$ cat src/rtl/sram_mem_responder_pkg.sv
// rtl/sram_mem_responder_pkg.sv - shared constants, state encoding and helpers for sram_mem_responder
// Contents:
//   DEF_* defaults for the responder parameters, SRAM data width, wait counter width,
//   2-bit state constants ST_IDLE/ST_LO/ST_HI/ST_DONE and a halfword select helper.
package sram_mem_responder_pkg;

  localparam int unsigned DEF_BASE_ADDR   = 1024;
  localparam int unsigned DEF_SRAM_AW     = 18;
  localparam int unsigned DEF_WAIT_CYCLES = 2;
  localparam int unsigned SRAM_DW         = 16;
  localparam int unsigned CNT_W           = 4;

  typedef logic [1:0] state_t;

  localparam state_t ST_IDLE = 2'd0;
  localparam state_t ST_LO   = 2'd1;
  localparam state_t ST_HI   = 2'd2;
  localparam state_t ST_DONE = 2'd3;

  function automatic logic [SRAM_DW-1:0] half_of(input logic [31:0] w, input logic hi);
    return hi ? w[31:16] : w[15:0];
  endfunction

endpackage

$ cat src/rtl/sram_mem_responder.sv
// rtl/sram_mem_responder.sv - MEM-stage data responder doing 32-bit accesses as two SRAM halfword phases
// Ports:
//   clk, rst        : clock (rising edge) and asynchronous active-low reset
//   rd_en, wr_en    : MEM-stage read / write request, held until ready
//   addr, wdata     : byte address and store data
//   rdata           : load data, valid in the DONE cycle and held afterwards
//   ready           : low freezes the pipeline while an access is in flight
//   sram_addr       : halfword address to the SRAM
//   sram_dq_out/oe  : write data and pad output enable
//   sram_dq_in      : read data from the pad
//   sram_we_n/oe_n  : SRAM write strobe and output enable, active low
module sram_mem_responder
  import sram_mem_responder_pkg::*;
#(
  parameter logic [31:0] BASE_ADDR   = DEF_BASE_ADDR,
  parameter int unsigned SRAM_AW     = DEF_SRAM_AW,
  parameter int unsigned WAIT_CYCLES = DEF_WAIT_CYCLES
) (
  input  logic                clk,
  input  logic                rst,
  input  logic                rd_en,
  input  logic                wr_en,
  input  logic [31:0]         addr,
  input  logic [31:0]         wdata,
  output logic [31:0]         rdata,
  output logic                ready,
  output logic [SRAM_AW-1:0]  sram_addr,
  output logic [SRAM_DW-1:0]  sram_dq_out,
  output logic                sram_dq_oe,
  input  logic [SRAM_DW-1:0]  sram_dq_in,
  output logic                sram_we_n,
  output logic                sram_oe_n
);

  localparam int unsigned      WORD_W   = SRAM_AW - 1;
  localparam logic [CNT_W-1:0] CNT_LAST = CNT_W'(WAIT_CYCLES - 1);
  // With a single-cycle HI phase there is no room for a strobe gap, so the
  // high halfword is written in that one cycle.
  localparam logic             HI_GAP   = (WAIT_CYCLES > 1);

  logic              req;
  logic [31:0]       addr_off;
  logic [WORD_W-1:0] addr_word;
  logic              unused_addr_bits;

  state_t             state_q, state_d;
  logic [CNT_W-1:0]   cnt_q, cnt_d;
  logic               op_wr_q, op_wr_d;
  logic [WORD_W-1:0]  word_q, word_d;
  logic [31:0]        wdata_q, wdata_d;
  logic [31:0]        rdata_q, rdata_d;

  logic [SRAM_AW-1:0] sram_addr_q, sram_addr_d;
  logic [SRAM_DW-1:0] dq_out_q, dq_out_d;
  logic               dq_oe_q, dq_oe_d;
  logic               we_n_q, we_n_d;
  logic               oe_n_q, oe_n_d;
  logic               pin_hi;

  assign req = rd_en | wr_en;

  // Out-of-window addresses simply wrap; the byte offset bits are ignored.
  assign addr_off         = addr - BASE_ADDR;
  assign addr_word        = addr_off[SRAM_AW:2];
  assign unused_addr_bits = ^{addr_off[31:SRAM_AW+1], addr_off[1:0]};

  always_comb begin
    state_d = state_q;
    cnt_d   = cnt_q;
    op_wr_d = op_wr_q;
    word_d  = word_q;
    wdata_d = wdata_q;
    rdata_d = rdata_q;
    case (state_q)
      ST_IDLE: begin
        if (req) begin
          op_wr_d = wr_en;
          word_d  = addr_word;
          wdata_d = wdata;
          cnt_d   = '0;
          state_d = ST_LO;
        end
      end
      ST_LO: begin
        if (cnt_q == CNT_LAST) begin
          if (!op_wr_q) rdata_d[15:0] = sram_dq_in;
          cnt_d   = '0;
          state_d = ST_HI;
        end else begin
          cnt_d = cnt_q + CNT_W'(1);
        end
      end
      ST_HI: begin
        if (cnt_q == CNT_LAST) begin
          if (!op_wr_q) rdata_d[31:16] = sram_dq_in;
          cnt_d   = '0;
          state_d = ST_DONE;
        end else begin
          cnt_d = cnt_q + CNT_W'(1);
        end
      end
      default: state_d = ST_IDLE;
    endcase
  end

  // Pins are registered from the next state so the SRAM sees glitch-free
  // strobes that line up with the LO/HI phases of the state machine.
  always_comb begin
    sram_addr_d = sram_addr_q;
    dq_out_d    = dq_out_q;
    dq_oe_d     = 1'b0;
    we_n_d      = 1'b1;
    oe_n_d      = 1'b1;
    pin_hi      = (state_d == ST_HI);
    if ((state_d == ST_LO) || (state_d == ST_HI)) begin
      sram_addr_d = {word_d, pin_hi};
      if (op_wr_d) begin
        dq_out_d = half_of(wdata_d, pin_hi);
        dq_oe_d  = 1'b1;
        // First HI cycle keeps we_n high so the address switch never
        // happens inside a write pulse.
        we_n_d   = pin_hi && HI_GAP && (cnt_d == '0);
      end else begin
        oe_n_d = 1'b0;
      end
    end
  end

  always_ff @(posedge clk or negedge rst) begin
    if (!rst) begin
      state_q     <= ST_IDLE;
      cnt_q       <= '0;
      op_wr_q     <= 1'b0;
      word_q      <= '0;
      wdata_q     <= '0;
      rdata_q     <= '0;
      sram_addr_q <= '0;
      dq_out_q    <= '0;
      dq_oe_q     <= 1'b0;
      we_n_q      <= 1'b1;
      oe_n_q      <= 1'b1;
    end else begin
      state_q     <= state_d;
      cnt_q       <= cnt_d;
      op_wr_q     <= op_wr_d;
      word_q      <= word_d;
      wdata_q     <= wdata_d;
      rdata_q     <= rdata_d;
      sram_addr_q <= sram_addr_d;
      dq_out_q    <= dq_out_d;
      dq_oe_q     <= dq_oe_d;
      we_n_q      <= we_n_d;
      oe_n_q      <= oe_n_d;
    end
  end

  assign ready       = ~req | (state_q == ST_DONE);
  assign rdata       = rdata_q;
  assign sram_addr   = sram_addr_q;
  assign sram_dq_out = dq_out_q;
  assign sram_dq_oe  = dq_oe_q;
  assign sram_we_n   = we_n_q;
  assign sram_oe_n   = oe_n_q;

endmodule

$ cat config.mk
export PLATFORM = sky130hd
export DESIGN_NAME = sram_mem_responder
export DESIGN_NICKNAME = d
export VERILOG_FILES = /design/src/rtl/sram_mem_responder_pkg.sv /design/src/rtl/sram_mem_responder.sv
export SDC_FILE = /design/constraint.sdc
export NUM_CORES = 1
export LEC_CHECK = 0
export BUFFER_PORTS_ARGS = -buffer_cell sky130_fd_sc_hd__buf_2
export CORE_ASPECT_RATIO = 1.5
export CORE_MARGIN = 2
export CORE_UTILIZATION = 40
export CTS_CLUSTER_SIZE = 20
export DETAILED_ROUTE_END_ITERATION = 12
export MAX_ROUTING_LAYER = met4
export PLACE_DENSITY = 0.66
export SYNTH_ARGS = -nofsm -noshare
export SYNTH_HDL_FRONTEND = slang
export SYNTH_SLANG_ARGS = --single-unit
$ cat constraint.sdc
create_clock -name clk -period 7.1 [get_ports clk]
set_clock_uncertainty 0.1 [all_clocks]
set_input_delay 0.355 -clock clk [delete_from_list [all_inputs] [get_ports clk]]
set_output_delay 0.355 -clock clk [all_outputs]
set_load 0.005 [all_outputs]
==> metrics.md <==
| Metric | Value |
|---|---|
| CTS buffer count | `17` |
| Leak | `3.138 nW` |
| DR iter-0 viols | `122` |
| Syn Inst Count | `371` |
| Fillers | `1134` |
| Rows | `51` |
| Post-CTS resize count | `0` |
| Largest net degree at the start of global routing | `70` |
| IR drop worst, VDD | `0.2539 mV` |
| Final setup vio count | `0` |
| Share of cells above drive strength 1 | `54.17%` |
| Most used DFF post-synth | `dfrtp_1` |
| Clock Tree Root | `clkbuf_16` |
| WP data required | `7.28 ns` |
| Post-synth EDFFs | `0` |
| Distinct cells, synth | `38` |
| Slew Limit Headroom | `31.48%` |
| Placeable Area | `12890 um2` |
| Syn Nets | `464` |
| Number of synthesis warnings | `0` |
| CTS max path bufs | `2` |
| Final setup TNS | `0 ns` |
| Top-area cell type share of the netlist area | `58.57%` |
| Initial Util | `40.77%` |
| Die X | `97.59 um` |
| Commonest non-fill, non-tap cells in the layout | `buf_2, dfrtp_1, mux2_2, nand2_1` |
| Via count | `3405` |
| Final wirelength | `10670 um` |
| Ratio of final minimum period to clock period | `53.18%` |
| Layout area overhead | `26.31%` |
| Cell area power density | `529.7 nW/um2` |
| Die Height | `144.4 um` |
| Final hold vios | `0` |
| Syn Area/Cell | `14.16 um2` |
| Most common cell after layout, fill and taps aside | `buf_2` |
| Post-Syn Area | `5255 um2` |
| Setup CP Type | `reg2reg` |
| Critical Path Source Type | `flop` |
| Max-cap violation count | `0` |
| Worst Hold Depth | `3` |
| Critical Path AT | `3.96 ns` |
| Clock slew at reported path FFs | `0.05 ns` |
| Minimum clock period | `3.776 ns` |
| Total track usage | `16.24%` |
| Grt ovf | `0` |
| N_diodes | `0` |
| Die Area | `14090 um2` |
| Num Clock Sinks | `125` |
| R2R depth | `10` |
| First-pass GRT wire length | `17480 um` |
| Post-synth top area cell | `dfrtp_1` |
| Average vias per placed instance | `4.956` |
| Hold WC Path Type | `in2reg` |
| CP Max Fanout | `24` |
| Yosys reg bits | `125` |
| IO Count | `154` |
| GP Congestion | `0.7906` |
| DR pass1 iterations | `5` |
| Worst setup margin | `3.324 ns` |
| Final #Nets | `610` |
| H-tree depth | `4` |
| Vias in the first global route | `3537` |
| Status | `completed` |
| Dpl ws | `3.355 ns` |
| Worst slew pin tran | `1.028 ns` |
| Initial antenna violation count | `0` |
| DP Wirelength | `7397 um` |
| CTS tree | `done` |
| Register area share after synthesis | `59.57%` |
| Largest cells by area after synthesis | `dfrtp_1, mux2_2, mux2_4` |
| PortBufs | `138` |
| Avg WL per Cell | `15.54 um` |
| FMAX | `264.8 MHz` |
| Final Max Tran Viols | `0` |
| Ys async rst share | `100.0%` |
| Critical Path Sink Type | `flop` |
| RSZ-0062 raised after global routing | `false` |
| DRC viols | `0` |
| Antenna viol nets, final | `0` |
| Clock latency on the worst-skew pair | `0.40 ns` |
==> synthesized netlist by cell type (all sizes together), types with 4 or more instances <==
master / count
dfrtp: 123
mux2: 111
nand2: 35
o21ai: 18
buf: 9
ha: 9
clkbuf: 6
inv: 6
nor2: 6
nor3b: 6
a21oi: 5
nand2b: 5
nor2b: 4
xnor2: 4
==> cell type report <==
class                           count  area (um2)  share of cell area [%]
Clock buffer                       23       467.9                   7.050
Clock inverter                      7       90.09                   1.357
Inverter                            6       22.52                  0.3393
Multi-Input combinational cell    225        2002                   30.16
Sequential cell                   125        3131                   47.16
Tap cell                          159       198.9                   2.997
Timing Repair Buffer              142       725.7                   10.93
==> final timing paths <==
kind	startpoint	endpoint	slack, ns
setup / recovery	state_q[0]	sram_dq_out[15]	3.32
hold / removal	addr[7]	word_q[5]	0.06
setup reg to reg	state_q[0]	sram_dq_out[15]	3.32
hold reg to reg	word_q[5]	word_q[5]	0.37
max in group asynchronous	rst	rdata[26]	5.14
min in group asynchronous	rst	wdata_q[14]	0.44
==> critical path, stage by stage, from the launching register on <==
cell	delay [ns]
dfrtp_1	0.44
inv_1	0.12
ha_1	0.29
nor3b_1	0.65
a21o_1	0.22
o21ai_0	0.08
a21oi_1	0.21
ha_1	0.60
nor2b_2	0.21
buf_4	0.35
mux2_2	0.38
==> per-layer routing <==
metal	up-vias	wire, um	track usage, %
met4	0	229	7.749
met1	1702	4304	18.17
li1	1589	-	-
met2	97	5653	27.30
met5	-	0	-
met3	17	487	4.157
==> what timing repair did <==
action | CTS | global route
setup buffers | 0 | 0
hold buffers | 1 | 0
endpoints found under the setup margin | 0 | 0
hold endpoints to repair | 55 | 0
==> cell families after synthesis <==
logic type      after synthesis  share of synthesized area [%]
compound gates               36                          4.238
xor+xnor                      5                         0.8333
fa+ha+maj                     9                          2.143
buf+inv                      21                          2.381
flops                       125                          59.57
mux                         111                          24.93
simple gates                 64                          5.905
==> through the flow <==
stage | hold WS [ns] | area, um2 | util, % | cells | power, W
2_1_floorplan | -0.04059 | 5255 | - | 371 | 0.002293
3_3_place_gp | 0.3527 | 6070 | 47.09 | 656 | 0.002664
3_5_place_dp | 0.3596 | 6070 | 47.09 | 656 | 0.002735
4_1_cts | 0.04813 | 6638 | 51.49 | 687 | 0.003569
5_1_grt | 0.04781 | 6638 | 51.49 | 687 | 0.003753
6_report | 0.06390 | 6638 | 51.49 | 687 | 0.003516
==> power breakdown <==
| part | switching [W] | internal, W |
|---|---|---|
| registers | 0.000145 | 0.00108 |
| logic | 0.000646 | 0.000825 |
| clock network | 0.000288 | 0.000529 |
| total | 0.00108 | 0.00244 |
==> sequential cells by signal, indices dropped and copies added, names as in the netlist <==
name	flops
word_q	17
rdata	32
wdata_q	32
sram_dq_oe	1
state_q	2
cnt_q	4
op_wr_q	1
sram_we_n	1
sram_dq_out	16
sram_addr	18
sram_oe_n	1
Note: power is estimated with default switching activity, not from simulation.
